**config.mk**
```make
export PLATFORM = sky130hd
export DESIGN_NAME = parking_gate_ctrl
export DESIGN_NICKNAME = d
export VERILOG_FILES = /design/src/rtl/parking_gate_ctrl_pkg.sv /design/src/rtl/parking_gate_ctrl_gate_lane_fsm.sv /design/src/rtl/parking_gate_ctrl.sv
export SDC_FILE = /design/constraint.sdc
export NUM_CORES = 1
export LEC_CHECK = 0
export CAP_MARGIN = 10
export CORE_UTILIZATION = 58
export DETAILED_ROUTE_END_ITERATION = 10
export PLACE_DENSITY = 0.78
export SKIP_LAST_GASP = 1
export SLEW_MARGIN = 20
export SYNTH_ARGS = -nofsm -noshare
export SYNTH_HDL_FRONTEND = slang
export SYNTH_HIERARCHICAL = 1
export SYNTH_SLANG_ARGS = --single-unit
```
**constraint.sdc**
```tcl
create_clock -name clk -period 1.5 [get_ports clk]
set_clock_uncertainty 0.2 [all_clocks]
set_input_delay 0.225 -clock clk [delete_from_list [all_inputs] [get_ports clk]]
set_output_delay 0.225 -clock clk [all_outputs]
set_load 0.005 [all_outputs]
```
**src/rtl/parking_gate_ctrl_pkg.sv**
```systemverilog
// Shared definitions for the car-park barrier controller: lane state encodings
// and default debounce/timeout constants.
package parking_gate_ctrl_pkg;

    typedef enum logic [1:0] {
        LANE_IDLE    = 2'd0,
        LANE_OPEN    = 2'd1,
        LANE_PASSING = 2'd2
    } lane_state_e;

    localparam int unsigned DEBOUNCE_DEF = 32'd4;
    localparam int unsigned TIMEOUT_DEF  = 32'd64;

endpackage

```
**src/rtl/parking_gate_ctrl_gate_lane_fsm.sv**
```systemverilog
// One barrier lane: debounces request and sensor, runs IDLE/OPEN/PASSING and
// emits a single-cycle completion pulse when a vehicle has cleared the gate.
module gate_lane_fsm
    import parking_gate_ctrl_pkg::*;
#(
    parameter int unsigned DEBOUNCE = DEBOUNCE_DEF,
    parameter int unsigned TIMEOUT  = TIMEOUT_DEF
) (
    input  logic clk_i,
    input  logic rst_ni,
    input  logic req_i,
    input  logic sens_i,
    input  logic block_i,
    output logic gate_o,
    output logic pulse_o,
    output logic deny_o
);

    localparam int unsigned DCW = $clog2(DEBOUNCE + 32'd1);
    localparam int unsigned TW  = $clog2(TIMEOUT);
    localparam logic [DCW-1:0] DEB_LAST = DCW'(DEBOUNCE - 32'd1);
    localparam logic [TW-1:0]  TMO_LAST = TW'(TIMEOUT - 32'd1);

    logic [1:0]     raw_s;
    logic [1:0]     filt_q;
    logic [DCW-1:0] cnt_q [2];
    logic           req_f_s;
    logic           sens_f_s;
    logic           req_rise_s;
    logic           req_prev_q;
    lane_state_e    state_q;
    logic [TW-1:0]  timer_q;
    logic           gate_q;
    logic           pulse_q;
    logic           deny_q;

    assign raw_s      = {sens_i, req_i};
    assign req_f_s    = filt_q[0];
    assign sens_f_s   = filt_q[1];
    assign req_rise_s = req_f_s & ~req_prev_q;

    // Debouncers: index 0 = request, 1 = sensor; count never exceeds DEB_LAST.
    always_ff @(posedge clk_i) begin
        if (!rst_ni) begin
            filt_q   <= 2'b00;
            cnt_q[0] <= '0;
            cnt_q[1] <= '0;
        end else begin
            for (int i = 0; i < 2; i++) begin
                if (raw_s[i] == filt_q[i]) begin
                    cnt_q[i] <= '0;
                end else if (cnt_q[i] == DEB_LAST) begin
                    filt_q[i] <= raw_s[i];
                    cnt_q[i]  <= '0;
                end else begin
                    cnt_q[i] <= cnt_q[i] + DCW'(1);
                end
            end
        end
    end

    // Lane FSM with registered gate, pulse and deny outputs.
    always_ff @(posedge clk_i) begin
        if (!rst_ni) begin
            state_q    <= LANE_IDLE;
            timer_q    <= '0;
            gate_q     <= 1'b0;
            pulse_q    <= 1'b0;
            deny_q     <= 1'b0;
            req_prev_q <= 1'b0;
        end else begin
            req_prev_q <= req_f_s;
            pulse_q    <= 1'b0;
            deny_q     <= 1'b0;
            case (state_q)
                LANE_IDLE: begin
                    timer_q <= '0;
                    gate_q  <= 1'b0;
                    // block is only consulted here; a later change cannot abort a passage
                    if (req_rise_s && !block_i) begin
                        state_q <= LANE_OPEN;
                        gate_q  <= 1'b1;
                    end else begin
                        deny_q <= req_f_s & block_i;
                    end
                end
                LANE_OPEN: begin
                    if (sens_f_s) begin
                        state_q <= LANE_PASSING;
                    end else if (timer_q == TMO_LAST) begin
                        state_q <= LANE_IDLE;
                        gate_q  <= 1'b0;
                    end else begin
                        timer_q <= timer_q + TW'(1);
                    end
                end
                LANE_PASSING: begin
                    if (!sens_f_s) begin
                        state_q <= LANE_IDLE;
                        gate_q  <= 1'b0;
                        pulse_q <= 1'b1;
                    end else begin
                        gate_q <= 1'b1;
                    end
                end
                default: begin
                    state_q <= LANE_IDLE;
                    gate_q  <= 1'b0;
                    timer_q <= '0;
                end
            endcase
        end
    end

    assign gate_o  = gate_q;
    assign pulse_o = pulse_q;
    assign deny_o  = deny_q;

endmodule

```
**src/rtl/parking_gate_ctrl.sv**
```systemverilog
// Car-park barrier controller top: entry and exit lanes feeding the occupancy
// counter, plus the sticky error raised by an exit from an empty lot.
module parking_gate_ctrl
    import parking_gate_ctrl_pkg::*;
#(
    parameter int unsigned DEBOUNCE = DEBOUNCE_DEF,
    parameter int unsigned TIMEOUT  = TIMEOUT_DEF
) (
    input  logic clk,
    input  logic rst,
    input  logic in_req,
    input  logic in_sens,
    input  logic out_req,
    input  logic out_sens,
    input  logic ff,
    input  logic ef,
    output logic pci,
    output logic pco,
    output logic in_gate,
    output logic out_gate,
    output logic in_deny,
    output logic err
);

    logic pco_s;
    logic exit_deny_unused_s;
    logic err_q;

    gate_lane_fsm #(.DEBOUNCE(DEBOUNCE), .TIMEOUT(TIMEOUT)) u_entry (
        .clk_i   (clk),
        .rst_ni  (rst),
        .req_i   (in_req),
        .sens_i  (in_sens),
        .block_i (ff),
        .gate_o  (in_gate),
        .pulse_o (pci),
        .deny_o  (in_deny)
    );

    gate_lane_fsm #(.DEBOUNCE(DEBOUNCE), .TIMEOUT(TIMEOUT)) u_exit (
        .clk_i   (clk),
        .rst_ni  (rst),
        .req_i   (out_req),
        .sens_i  (out_sens),
        .block_i (1'b0),
        .gate_o  (out_gate),
        .pulse_o (pco_s),
        .deny_o  (exit_deny_unused_s)
    );

    // Sticky error: an exit completed while the counter already reads empty.
    always_ff @(posedge clk) begin
        if (!rst) begin
            err_q <= 1'b0;
        end else if (pco_s && ef) begin
            err_q <= 1'b1;
        end else begin
            err_q <= err_q;
        end
    end

    assign pco = pco_s;
    assign err = err_q;

endmodule

```
==> results.yml, run 1 <==
timing:
  finalSetupViolCount: 0
  final-hold-violation-count: 0
  setup-tns-final_ns: 0
  period_minus_slack_ns: 1.48
  rsz0062_at_grt: "yes"
  slew_viol_final: 0
  post-route-period-util: 0.984
  timing.fmax_mhz: 677
  whs_ns: 0.313
finish:
  multi_input_area_um2: 1110
  seqCellArea_um2: 933
  finalInstanceArea_um2: 2490
  synthToLayoutAreaGrowth_pct: 25.1
  stdcell_count: 280
  fill_cells: 213
  antenna_cells: 0
  fin_nets: 253
  drive_gt1_frac: 0.254
floorplanning:
  rows: 20
  fp.dieH_um: 60.6
  ios: 14
  die_width_um: 60.6
  core_um2: 3150
  die_area_um2: 3670
  start_util: 0.632
global_routing:
  grt_pass1_vias: 1531
  grt_antenna_before_repair: 0
  grt_max_degree: 18
  overflow: 0
  grt_usage: 0.253
  grt_pass1_wl_mm: 6.64
power_and_ir_drop:
  p_leak_nw: 1.06
  internal-power_mw: 1.42
  netSwitchingPower_mw: 0.439
  pwr-share-seq: 0.629
  ir_drop_mv: 0.456
  combPwrFrac: 0.093
  p_per_area_nw_per_um2: 744
  p_total_mw: 1.85
  p_sw_frac: 0.237
  p_clk_frac: 0.278
cts:
  cts_made_buffers: 5
  clock_latency_ns: 0.35
  clk_pin_slew_ns: 0.12
  cts_root_buf: "clkbuf_4"
  cts.sink_count: 40
  clk_path_buf_depth: 2
  htreeDepth: 2
  tritoncts: "done"
detailed_routing:
  via_count: 1554
  routedWlPerCell_um: 15.6
  drc: 0
  via_per_inst: 5.55
  wirelength_mm: 4.35
  ant_nets: 0
  initialDrtViolationCount: 102
  first_pass_iters: 4
worst_setup_path:
  cp_data_required_time_ns: 1.49
  crit_fanout: 3
  path_class: "reg2reg"
  critPathArrivalTime_ns: 1.47
  startpoint_type: "register"
  worstSetupEndpointType: "register"
status:
  status: "complete, no violations"
place:
  port_buffers: 13
  hpwl_mm: 3.01
  placedInstanceArea_um2: 2270
  placedCellCount: 265
  gp_congestion: 0.809
flow_run:
  drv_cap: 0
logic_synthesis:
  ys_warn_count: 6
  avgSynthCellArea_um2: 10.3
  synth_cells: 193
  syn-cell-area_um2: 1990
min_path:
  hp-class: "in2reg"
-- placed cells by master (no fill, tap or decap), drive strengths merged, types with 7 or more instances in the layout --
cell type      count
buf               24
clkbuf             7
clkdlybuf4s50      7
conb              13
dfxtp             28
edfxtp            12
ha                10
inv               10
nand2             10
nand3b             8
nor2              15
nor2b              7
-- final timing paths --
kind                       from            endpoint  slack (ns)  cells past startpoint
max          u_exit/cnt_q[1][0]  u_exit/cnt_q[1][0]        0.02                      4
min                          ef                 err        0.31                      3
max reg2reg  u_exit/cnt_q[1][0]  u_exit/cnt_q[1][0]        0.02                      4
min reg2reg  u_entry/timer_q[1]  u_entry/timer_q[1]        0.33                      2
-- layer usage --
layer	wire [um]	global-route usage	vias up
met5	0	0	-
met4	72	0.104	0
met3	189	0.0746	9
met2	2230	0.438	44
met1	1860	0.292	722
li1	-	-	779
-- timing repair --
item,4_1_cts,5_1_grt
buffers inserted,3,4
gates resized for setup,16,21
hold endpoints to repair,0,0
setup endpoints to repair,17,22
pin swaps,4,15
hold buffers,0,0
-- per-stage QoR --
| step | util | setup slack, ns |
|---|---|---|
| 2_1_floorplan | - | 0.0776 |
| 3_3_place_gp | 0.721 | -0.116 |
| 3_5_place_dp | 0.721 | -0.231 |
| 4_1_cts | 0.750 | 0.00165 |
| 5_1_grt | 0.790 | -0.0397 |
| 6_report | 0.790 | 0.0238 |
-- power groups by stage --
stage,combinational [mW],clock [mW],sequential (mW)
after floorplan,0.0885,0,1.18
after global placement,0.123,0,1.18
after global routing,0.189,0.578,1.17
after detailed placement,0.134,0,1.19
final,0.172,0.516,1.17
after CTS,0.140,0.533,1.16
-- sequential cells by signal (all words and copies together) (netlist names), 2 cells and up --
register and flops:
u_entry/cnt_q 6, u_entry/filt_q 2, u_exit/state_q 2, u_entry/timer_q 6
u_exit/filt_q 2, u_exit/cnt_q 6, u_exit/timer_q 6, u_entry/state_q 2
-- critical path: stages, from the launching register on --
cell and delay (ns):
edfxtp_1 0.43, ha_2 0.21, ha_4 0.16, nand3b_1 0.19, nor2_1 0.14
-- area by class of cell --
type                       count  area share
sequential                    40       0.374
inverter                      10      0.0151
timing repair buffer          37       0.121
multi-input combinational    141       0.447
clock inverter                 1     0.00201
tap                           44      0.0221
clock buffer                   7      0.0181
(Power assumes the default switching activity.)
==> run 2, diff against run 1 <==
CTS_CLUSTER_SIZE = 12   (was not set)
==> results of run 2 <==
No change in the layout: final DEF, timing and power equal those of run 1.
